--- src/rtl/alu_multiword_sequencer.sv ---
// alu_multiword_sequencer: runs a WORDS x 16-bit operation on a 16-bit combinational ALU one word per clock, chaining carry and folding flags
module alu_multiword_sequencer #(
  parameter int WORDS = 4
) (
  input  logic                CLK,
  input  logic                RST,
  input  logic                START,
  input  logic [2:0]          OP,
  input  logic [16*WORDS-1:0] A_IN,
  input  logic [16*WORDS-1:0] B_IN,
  input  logic                CIN_IN,
  output logic                BUSY,
  output logic                DONE,
  output logic [16*WORDS-1:0] RESULT,
  output logic                C_OUT,
  output logic                Z_OUT,
  output logic                S_OUT,
  output logic                V_OUT,
  output logic [3:0]          ALU_FSEL,
  output logic [15:0]         ALU_ABUS,
  output logic [15:0]         ALU_BBUS,
  output logic                ALU_CIN,
  input  logic [15:0]         ALU_FOUT,
  input  logic                ALU_C,
  input  logic                ALU_Z,
  input  logic                ALU_S,
  input  logic                ALU_V
);
  localparam int W = 16 * WORDS;
  localparam int CW = $clog2(WORDS);
  localparam logic [CW-1:0] LAST = CW'(WORDS - 1);
  localparam logic [1:0] IDLE = 2'd0, RUN = 2'd1, FIN = 2'd2;
  localparam logic [2:0] ADD = 3'd0, SUB = 3'd1, SHL = 3'd2, SHR = 3'd3, ASR = 3'd4, RLC = 3'd5, RRC = 3'd6, MOV = 3'd7;
  logic [1:0] st;
  logic [CW-1:0] cnt, idx;
  logic [2:0] op_r;
  logic [W-1:0] a_r, b_r, wrk, wrk_nxt;
  logic cy, zacc, s_r, v_r, run, first, msw_first, msw_now, arith, cin_used;
  assign run = st == RUN;
  assign first = cnt == '0;
  assign msw_first = op_r == SHR || op_r == ASR || op_r == RRC;
  assign idx = msw_first ? LAST - cnt : cnt;
  assign msw_now = idx == LAST;
  assign arith = op_r == ADD || op_r == SUB;
  assign cin_used = arith || op_r == RLC || op_r == RRC;
  assign BUSY = st != IDLE;
  assign DONE = st == FIN;
  assign ALU_ABUS = run ? a_r[idx*16 +: 16] : 16'h0;
  assign ALU_BBUS = run && arith ? b_r[idx*16 +: 16] : 16'h0;
  assign ALU_CIN = run && (first ? cin_used && cy : cy);
  always_comb begin
    ALU_FSEL = !run        ? 4'b0000 :
               op_r == ADD ? 4'b0011 :
               op_r == SUB ? 4'b0100 :
               op_r == SHL ? (first ? 4'b1001 : 4'b1100) :
               op_r == SHR ? (first ? 4'b1010 : 4'b1101) :
               op_r == ASR ? (first ? 4'b1011 : 4'b1101) :
               op_r == RLC ? 4'b1100 :
               op_r == RRC ? 4'b1101 : 4'b0000;
  end
  always_comb begin
    wrk_nxt = wrk;
    wrk_nxt[idx*16 +: 16] = ALU_FOUT;
  end
  always_ff @(posedge CLK) begin
    if (RST) begin
      st <= IDLE;
      cnt <= '0;
      op_r <= ADD;
      a_r <= '0;
      b_r <= '0;
      wrk <= '0;
      cy <= 1'b0;
      zacc <= 1'b0;
      s_r <= 1'b0;
      v_r <= 1'b0;
      RESULT <= '0;
      C_OUT <= 1'b0;
      Z_OUT <= 1'b0;
      S_OUT <= 1'b0;
      V_OUT <= 1'b0;
    end else begin
      case (st)
        IDLE: if (START) begin
          a_r <= A_IN;
          b_r <= B_IN;
          op_r <= OP;
          cy <= CIN_IN;
          cnt <= '0;
          zacc <= 1'b1;
          st <= RUN;
        end
        RUN: begin
          wrk <= wrk_nxt;
          cy <= ALU_C;
          zacc <= zacc & ALU_Z;
          cnt <= cnt + 1'b1;
          if (msw_now) begin
            s_r <= ALU_S;
            v_r <= ALU_V;
          end
          if (cnt == LAST) begin
            st <= FIN;
            RESULT <= wrk_nxt;
            C_OUT <= op_r != MOV && ALU_C;
            Z_OUT <= zacc & ALU_Z;
            S_OUT <= msw_now ? ALU_S : s_r;
            V_OUT <= arith && (msw_now ? ALU_V : v_r);
          end
        end
        default: st <= IDLE;
      endcase
    end
  end
endmodule

--- config.mk ---
export PLATFORM = sky130hd
export DESIGN_NAME = alu_multiword_sequencer
export DESIGN_NICKNAME = d
export VERILOG_FILES = /design/src/rtl/alu_multiword_sequencer.sv
export SDC_FILE = /design/constraint.sdc
export NUM_CORES = 1
export LEC_CHECK = 0
export BUFFER_PORTS_ARGS = -buffer_cell sky130_fd_sc_hd__buf_4
export CORE_UTILIZATION = 58
export DETAILED_ROUTE_END_ITERATION = 12
export GPL_TIMING_DRIVEN = 0
export PLACE_DENSITY = 0.82
export SLEW_MARGIN = 25
export SYNTH_ARGS = -nofsm -noshare
export SYNTH_HDL_FRONTEND = slang
export SYNTH_SLANG_ARGS = --single-unit
--- constraint.sdc ---
create_clock -name CLK -period 4.9 [get_ports CLK]
set_input_delay 0.49 -clock CLK [delete_from_list [all_inputs] [get_ports CLK]]
set_output_delay 0.49 -clock CLK [all_outputs]
set_load 0.02 [all_outputs]
**Yosys cells after proc, flatten, opt, wreduce, memory -nomap -nowiden**

Index checks and enable logic that the tools add are counted.

- Add/sub/neg operators: 3
- Multipliers: 0
- Divide/modulo/power cells: 0
- Order comparisons: 0
- Equal/unequal tests: 13
- Shift-type cells: 4
- Mux-type cells: 27
- Bitwise logic cells: 1
- Reductions and logical operators: 19

Operator list:

| cell | number |
|---|---|
| variable part select 64 x 7 -> 16 bit | 2 |
| bitwise mux 64 bit | 1 |
| variable shift 16 x 34 -> 64 bit (first input constant) | 1 |
| variable part select 16 x 34 -> 64 bit | 1 |
| negation 6 -> 34 bit | 1 |
| 2-to-1 mux 16 bit | 2 |
| 2-to-1 mux 4 bit | 8 |
| equality test 3 bit (second input constant) | 3 |
| 2-to-1 mux 3 bit | 3 |
| 2-to-1 mux 2 bit | 4 |
| case mux 2 bit (2 select lines) | 2 |
| AND reduction 2 bit | 4 |
| equality test 2 bit (second input constant) | 3 |
| equality test 3 x 2 -> 1 bit (second input constant) | 2 |
| logical AND 1 bit | 5 |
| logical OR 1 bit | 5 |
| 2-to-1 mux 1 bit | 5 |
| logical NOT 2 bit | 2 |
| case mux 1 bit (2 select lines) | 2 |
| nonzero test 2 bit | 2 |
| equality test 3 x 1 -> 1 bit (second input constant) | 1 |
| logical NOT 3 bit | 1 |
| inequality test 3 bit (second input constant) | 1 |
| adder 2 x 1 -> 2 bit (second input constant) | 1 |
| 5 further kinds | 5 |

- Flip-flop bits (word level): 271
- Latch bits: 0
- Memory bits (writable): 0
- Memory bits (read-only): 0
- Input port bits: 155
- Output and inout port bits: 107
- Word-level logic and storage cells: 82
- Memories: 0

**Logic depth before layout (Yosys ltp)**

Gate-level depths: netlist (run 1).

- Depth after elaboration: 9
- Depth in mapped cells: 9
- Gate-level depth less buffers: 6

**Worst setup path before layout (run 1)**

Ideal clock, no wire load.

- Kind: flip-flop to output port
- Start: register cnt[1]
- End: output port ALU_BBUS[10]
- Arrival time: 1,860 ps
- Required time: 4,410 ps
- Setup slack: 2,550 ps
- Cell stages (with the launch flop): 9
- Buffers on the path: 3
- Cell sequence: dfxtp_1 > buf_4 > nor2_2 > a211o_1 > o21a_1 > buf_2 > buf_2 > a222oi_1 > a21oi_1

- Longest elaborated chain between the ends: 4

Ends and longest elaborated chain:

| element | line | source |
|---|---|---|
| from (decl) | 35 | `logic [CW-1:0] cnt, idx;` |
| from (signal assigned) | 97 | `cnt <= cnt + 1'b1;` |
| subtractor 2 bit | 42 | `assign idx = msw_first ? LAST - cnt : cnt;` |
| 2-to-1 mux 2 bit (*) | 42 |  |
| variable part select 64 x 7 -> 16 bit (*) | 49 | `assign ALU_BBUS = run && arith ? b_r[idx*16 +: 16] : 16'h0;` |
| 2-to-1 mux 16 bit (*) | 49 |  |
| to (decl) | 21 | `output logic [15:0] ALU_BBUS,` |

Every way passes the cells marked *; elsewhere a longest branch is shown, timed or not.

**Final worst setup path (run 1)**

- Start: register cnt[0]
- End: output port ALU_BBUS[0]

Same word-level chain as after synthesis.

==> flow_metrics.py, run 1 <==
metrics = {
    "run_status": {
        "status": "finished, final reports clean",
    },
    "worst_setup_path": {
        "crit_path_max_fanout": 10,
        "crit_type": "flop to output port",
        "crit_buf_inv": 3,
        "cp.arrival_ps": 2950,
        "crit_required_ps": 4410,
        "cpPeakStageDelay_ps": 440,
        "cp_cell_sequence": "buf_6 > nand2_2 > o22a_2 > a21oi_2 > buf_2 > a222oi_1 > a21oi_1 > buf_4",
        "worst_setup_path_end_kind": "output port",
        "cp-start-kind": "flop",
        "crit_family": "compound AO/OA/AOI/OAI gates",
        "crit_slowest_cell": "dfxtp_1",
    },
    "global_routing": {
        "first_global_vias": 10390,
        "grt_use_total_pct": 34.61,
        "antenna_found_initial": 0,
        "grt_pass1_wl_um": 54170,
        "grt_overflow": 0,
        "grt_max_degree": 15,
    },
    "route": {
        "drt-total-wl_um": 35140,
        "drt_iter0_markers": 1145,
        "drtPass1Iterations": 7,
        "drc": 0,
        "vias_per_cell": 5.780,
        "ant_nets": 0,
        "num_vias": 11050,
        "wire_per_inst_um": 18.39,
    },
    "timing": {
        "rsz0062_at_grt": "no",
        "tns_ps": 0,
        "relSlewSlack_pct": 53.24,
        "setup_viol": 0,
        "clock_skew_ps": 19.20,
        "final.min_clock_period_ps": 3442,
        "min_period_over_period_pct": 70.24,
        "report.final.slew_viol_count": 0,
        "max_freq_ghz": 0.2906,
        "hold_viol_final": 0,
        "max_slew.worst_pin.slew_ps": 701.4,
    },
    "synthesis": {
        "synthTopCellsByArea": "dfxtp_1 48%, nand2_1 11%, a21oi_1 8.3%",
        "synthArstFlopShare_pct": 0,
        "yosys.area.top_type_share_pct": 48.18,
        "ys_seq_area_share_pct": 48.18,
        "ys_types": 54,
        "syn_area_mm2": 0.01126,
        "synthCells": 1342,
        "syn-mean-instance-area_um2": 8.390,
        "synth_fp_nets": 1499,
        "ys_ff_latch": 271,
        "synth_common_cells": "320 x nand2_1, 271 x dfxtp_1, 188 x nor2_1",
        "synth_most_common_cell": "nand2_1",
        "synthFlopType": "dfxtp_1",
        "ys_warn_count": 0,
        "synth-edff-count": 0,
        "yosysTopAreaCell": "dfxtp_1",
    },
    "clock_tree": {
        "cts_hold_buf": 0,
        "clock-sinks": 271,
        "cts_setup_buffers": 0,
        "cts_resized": 0,
        "insertion_delay_ps": 540,
        "cts_tree": "built",
        "cts_buffer_depth": 3,
        "h-tree-depth": 1,
        "root_buffer": "clkbuf_16",
        "cts.clk_slew.worst_paths_ps": 60,
        "cts_buffers": 27,
    },
    "floorplanning": {
        "io_pins": 262,
        "die_width_um": 141.3,
        "start_util_pct": 59.60,
        "core_mm2": 0.01889,
        "dieArea_mm2": 0.01997,
        "die_h_um": 141.3,
        "row_count": 50,
    },
    "power": {
        "power.total_uw": 5085,
        "power_leakage_uw": 0.005727,
        "power_density_mw_per_mm2": 352.3,
        "vdd.ir_drop.worst_mv": 0.2433,
    },
    "final_layout": {
        "layout.nets": 1788,
        "drive_above_1_share_pct": 24.89,
        "areaGrowthSynthToFinish_pct": 28.18,
        "n_antenna_cell": 0,
        "fillers": 1488,
    },
    "run": {
        "maxCapViolations": 0,
    },
    "placed_design": {
        "hpwl_um": 25910,
        "io_buffers": 260,
        "globalplace.congestion": 0.9095,
    },
    "worst_hold_path": {
        "min_path_type": "primary input to flop",
    },
}
## report_power, final
| group | switching, uW | leakage (uW) | internal [uW] | total, uW |
|---|---|---|---|---|
| logic | 405 | 0.00308 | 243 | 648 |
| clock network | 865 | 0.000437 | 1230 | 2100 |
| registers | 48.8 | 0.00221 | 2290 | 2340 |
| total | 1320 | 0.00573 | 3770 | 5090 |
## placed cells by master, fill, tap and decap left out, types with 4 or more instances in the layout
cell,instances
mux2i_1,52
clkbuf_1,75
buf_1,10
buf_6,7
and2_2,7
dfxtp_1,271
clkbuf_8,4
a21oi_1,187
inv_1,5
o221a_1,17
clkinv_2,5
clkbuf_16,27
nor2_1,188
nand3_1,19
o221a_2,48
nand2_1,320
and2_1,11
nand2b_1,6
buf_4,269
buf_2,18
nor2b_1,20
a222oi_1,32
## through the flow
stage          utilization [%]  std cells  setup slack (ps)  hold slack (ps)  cell area, um^2
2_1_floorplan                -       1342              2550            435.7            11260
3_3_place_gp             71.65       1862              2062            441.1            13540
3_5_place_dp             71.65       1862              2043            445.6            13540
4_1_cts                  76.39       1911              1470            187.8            14430
5_1_grt                  76.39       1911              1284            193.8            14430
6_report                 76.39       1911              1458            199.3            14430
## state kept, by name (all words and copies together), names as in the netlist
register  count
C_OUT         1
RESULT       64
S_OUT         1
V_OUT         1
Z_OUT         1
a_r          64
b_r          64
cnt           2
cy            1
op_r          3
s_r           1
st            2
v_r           1
wrk          64
zacc          1
## worst min-delay path: stages
cell and delay, ps:
buf_4 110, nand2_1 40, a21oi_1 50
## worst paths after layout
check                            start              endpoint  slack (ps)  depth (start not counted)
setup / recovery   cnt[0]$_SDFFE_PP0P_           ALU_BBUS[0]        1460                          8
hold / removal                A_IN[57]  a_r[57]$_SDFFE_PP0P_         200                          3
setup reg to reg    st[0]$_SDFFE_PP0P_  a_r[53]$_SDFFE_PP0P_        2350                          7
hold reg to reg   b_r[22]$_SDFFE_PP0P_  b_r[22]$_SDFFE_PP0P_         460                          2
## kinds of logic after synthesis
kind of cell	Yosys count	synth area share [%]
mux	52	4.623
simple gates	584	21.46
compound gates	311	20.19
fa+ha+maj	2	0.2222
xor+xnor	2	0.1556
flops	271	48.18
buf+inv	120	5.167
## metal layers
metal	share of wire [%]	wire length [um]	global-route usage (%)
met5	0	0	0
met4	2.8	992	11.78
met3	8.8	3094	5.602
met2	48	17010	59.67
met1	40	14040	44.05
## cell type report
class | count | area, um^2 | share of cell area (%)
flip-flops and latches | 271 | 5425 | 37.59
multi-input cells | 951 | 5253 | 36.39
repair buffers | 260 | 1952 | 13.52
clock buffers | 38 | 757.0 | 5.245
plain buffers | 114 | 559.3 | 3.875
well taps | 260 | 325.3 | 2.254
clock inverters | 11 | 138.9 | 0.9623
inverters | 6 | 22.52 | 0.1560
Note: power is estimated with default switching activity, not from simulation.
==> run 2, diff against run 1 <==
--- a/config.mk
+++ b/config.mk
@@ -6,10 +6,10 @@
 export NUM_CORES = 1
 export LEC_CHECK = 0
 export BUFFER_PORTS_ARGS = -buffer_cell sky130_fd_sc_hd__buf_4
-export CORE_UTILIZATION = 58
+export CORE_UTILIZATION = 54
 export DETAILED_ROUTE_END_ITERATION = 12
 export GPL_TIMING_DRIVEN = 0
-export PLACE_DENSITY = 0.82
+export PLACE_DENSITY = 0.77
 export SLEW_MARGIN = 25
 export SYNTH_ARGS = -nofsm -noshare
 export SYNTH_HDL_FRONTEND = slang
==> constraint.sdc (replaced) <==
create_clock -name CLK -period 3.4 [get_ports CLK]
set_input_delay 0.34 -clock CLK [delete_from_list [all_inputs] [get_ports CLK]]
set_output_delay 0.34 -clock CLK [all_outputs]
set_load 0.02 [all_outputs]
==> run 2 against run 1 <==
Compared with the run above: global-route usage shrank 2.8 points; sequential power grew 44%; clock power grew 44%; sequential share of layout area shrank 0.055 points; critical path depth grew 1; power grew 44%; cell area grew 0.15%; die area grew 7.3%; first-iteration DRC count shrank 3.7%; wire length shrank 1.3%; hold slack lost 150 ps; via count shrank 0.85%; critical path type unchanged; critical endpoint is now ALU_BBUS[1]; largest cell class unchanged; largest power group unchanged; highest routed layer unchanged.
==> flow_metrics.py, run 2 (synthesis gave the netlist of run 1 again) <==
metrics = {
    "route": {
        "ant_nets": 0,
        "num_vias": 10950,
        "vias_per_cell": 5.704,
        "drt_iter0_markers": 1103,
        "drc": 0,
        "wire_per_inst_um": 18.06,
        "drtPass1Iterations": 5,
        "drt-total-wl_um": 34680,
    },
    "timing": {
        "hold_viol_final": 0,
        "max_freq_ghz": 0.3020,
        "max_slew.worst_pin.slew_ps": 735.6,
        "rsz0062_at_grt": "no",
        "fin_hold_ws_ps": 45.28,
        "min_period_over_period_pct": 97.40,
        "relSlewSlack_pct": 50.96,
        "final.min_clock_period_ps": 3312,
        "tns_ps": 0,
        "clock_skew_ps": 8.429,
        "setup_viol": 0,
        "report.final.slew_viol_count": 0,
    },
    "worst_setup_path": {
        "cp-start-kind": "flop",
        "rrSetupSlack_ps": 810,
        "worst_setup_path_end_kind": "output port",
        "crit_type": "flop to output port",
        "crit_path_max_fanout": 10,
        "r2r-start": "st[0]$_SDFFE_PP0P_",
        "cp.arrival_ps": 2970,
        "cp-startpoint": "op_r[2]$_SDFFE_PP0P_",
        "crit_required_ps": 3060,
    },
    "clock_tree": {
        "clock-sinks": 271,
        "cts_buffers": 27,
        "cts_buffer_depth": 3,
        "cts_tree": "built",
        "cts_setup_buffers": 0,
        "cts.clk_slew.worst_paths_ps": 60,
        "insertion_delay_ps": 530,
        "root_buffer": "clkbuf_16",
        "cts_hold_buf": 0,
        "h-tree-depth": 1,
        "cts_resized": 0,
    },
    "global_routing": {
        "grt_use_total_pct": 31.82,
        "grt_max_degree": 15,
        "grt_overflow": 0,
        "grt_pass1_wl_um": 54250,
        "first_global_vias": 10320,
        "antenna_found_initial": 0,
    },
    "final_layout": {
        "drive_above_1_share_pct": 25.09,
        "final_util_pct": 70.98,
        "final_common_cell": "nand2_1",
        "final_cell_area_mm2": 0.01445,
        "final_cell_mix": "320 x nand2_1, 271 x dfxtp_1, 269 x buf_4",
        "areaGrowthSynthToFinish_pct": 28.37,
        "layout.nets": 1788,
        "n_antenna_cell": 0,
    },
    "power": {
        "power_leakage_uw": 0.005737,
        "power_density_mw_per_mm2": 507.2,
        "vdd.ir_drop.worst_mv": 0.3903,
    },
    "floorplanning": {
        "row_count": 52,
        "die_h_um": 146.4,
        "io_pins": 262,
        "dieArea_mm2": 0.02143,
        "start_util_pct": 55.29,
        "die_width_um": 146.4,
        "core_mm2": 0.02036,
    },
    "placed_design": {
        "io_buffers": 260,
        "globalplace.congestion": 0.8948,
        "dpl_cell_area_mm2": 0.01355,
        "hpwl_um": 25920,
    },
    "worst_hold_path": {
        "hold_start": "B_IN[55]",
        "min_path_type": "primary input to flop",
    },
    "run": {
        "maxCapViolations": 0,
    },
    "run_status": {
        "status": "finished, final reports clean",
    },
}
==> run 2: cell count changes in the layout (fill, tap and decap cells not counted), sizes merged <==
cell / previous run / this run
clkbuf: 106 / 104
clkinv: 5 / 6
==> run 2: area by class of cell <==
| type | instances | area [um^2] |
|---|---|---|
| Sequential cell | 271 | 5425 |
| Fill cell | 1695 | 5911 |
| Tap cell | 270 | 337.8 |
| Inverter | 6 | 22.52 |
| Clock inverter | 12 | 143.9 |
| Timing Repair Buffer | 260 | 1952 |
| Clock buffer | 36 | 759.5 |
| Buffer | 114 | 560.5 |
| Multi-Input combinational cell | 951 | 5253 |
==> run 2: power by group <==
group	leakage (uW)	internal [uW]	switching, uW
clock network	0.000444	1790	1240
logic	0.00309	351	585
registers	0.00221	3300	69.0
==> run 2: routing by layer <==
layer / wire (um) / GRT usage, % / part of all wire, %
met3: 3347 / 5.531 / 9.7
met4: 783 / 9.479 / 2.3
met5: 0 / 0 / 0
met1: 14090 / 41.55 / 41
met2: 16460 / 53.74 / 47
==> run 2: stage by stage <==
step	power, uW	setup slack, ps	std cells
final	7331	88.24	1920
after global routing	7570	4.796	1920
after global placement	4335	628.1	1872
after floorplan	3952	1200	1342
after CTS	7331	75.46	1920
after detailed placement	4351	654.9	1872
==> run 2: critical path, cell delays in order, from the launching register on <==
cell      delay [ps]
dfxtp_1          320
buf_2            220
nor2b_1           90
o32ai_1          340
o21a_1           260
buf_2            310
buf_2            290
a222oi_1         120
a21oi_1          270
buf_4            200
==> run 2: path summary, 6_finish.rpt <==
kind,to,depth (start not counted)
worst max-delay path,ALU_BBUS[1],9
worst min-delay path,b_r[55]$_SDFFE_PP0P_,3
worst max register to register,a_r[50]$_SDFFE_PP0P_,7
worst min register to register,b_r[22]$_SDFFE_PP0P_,2
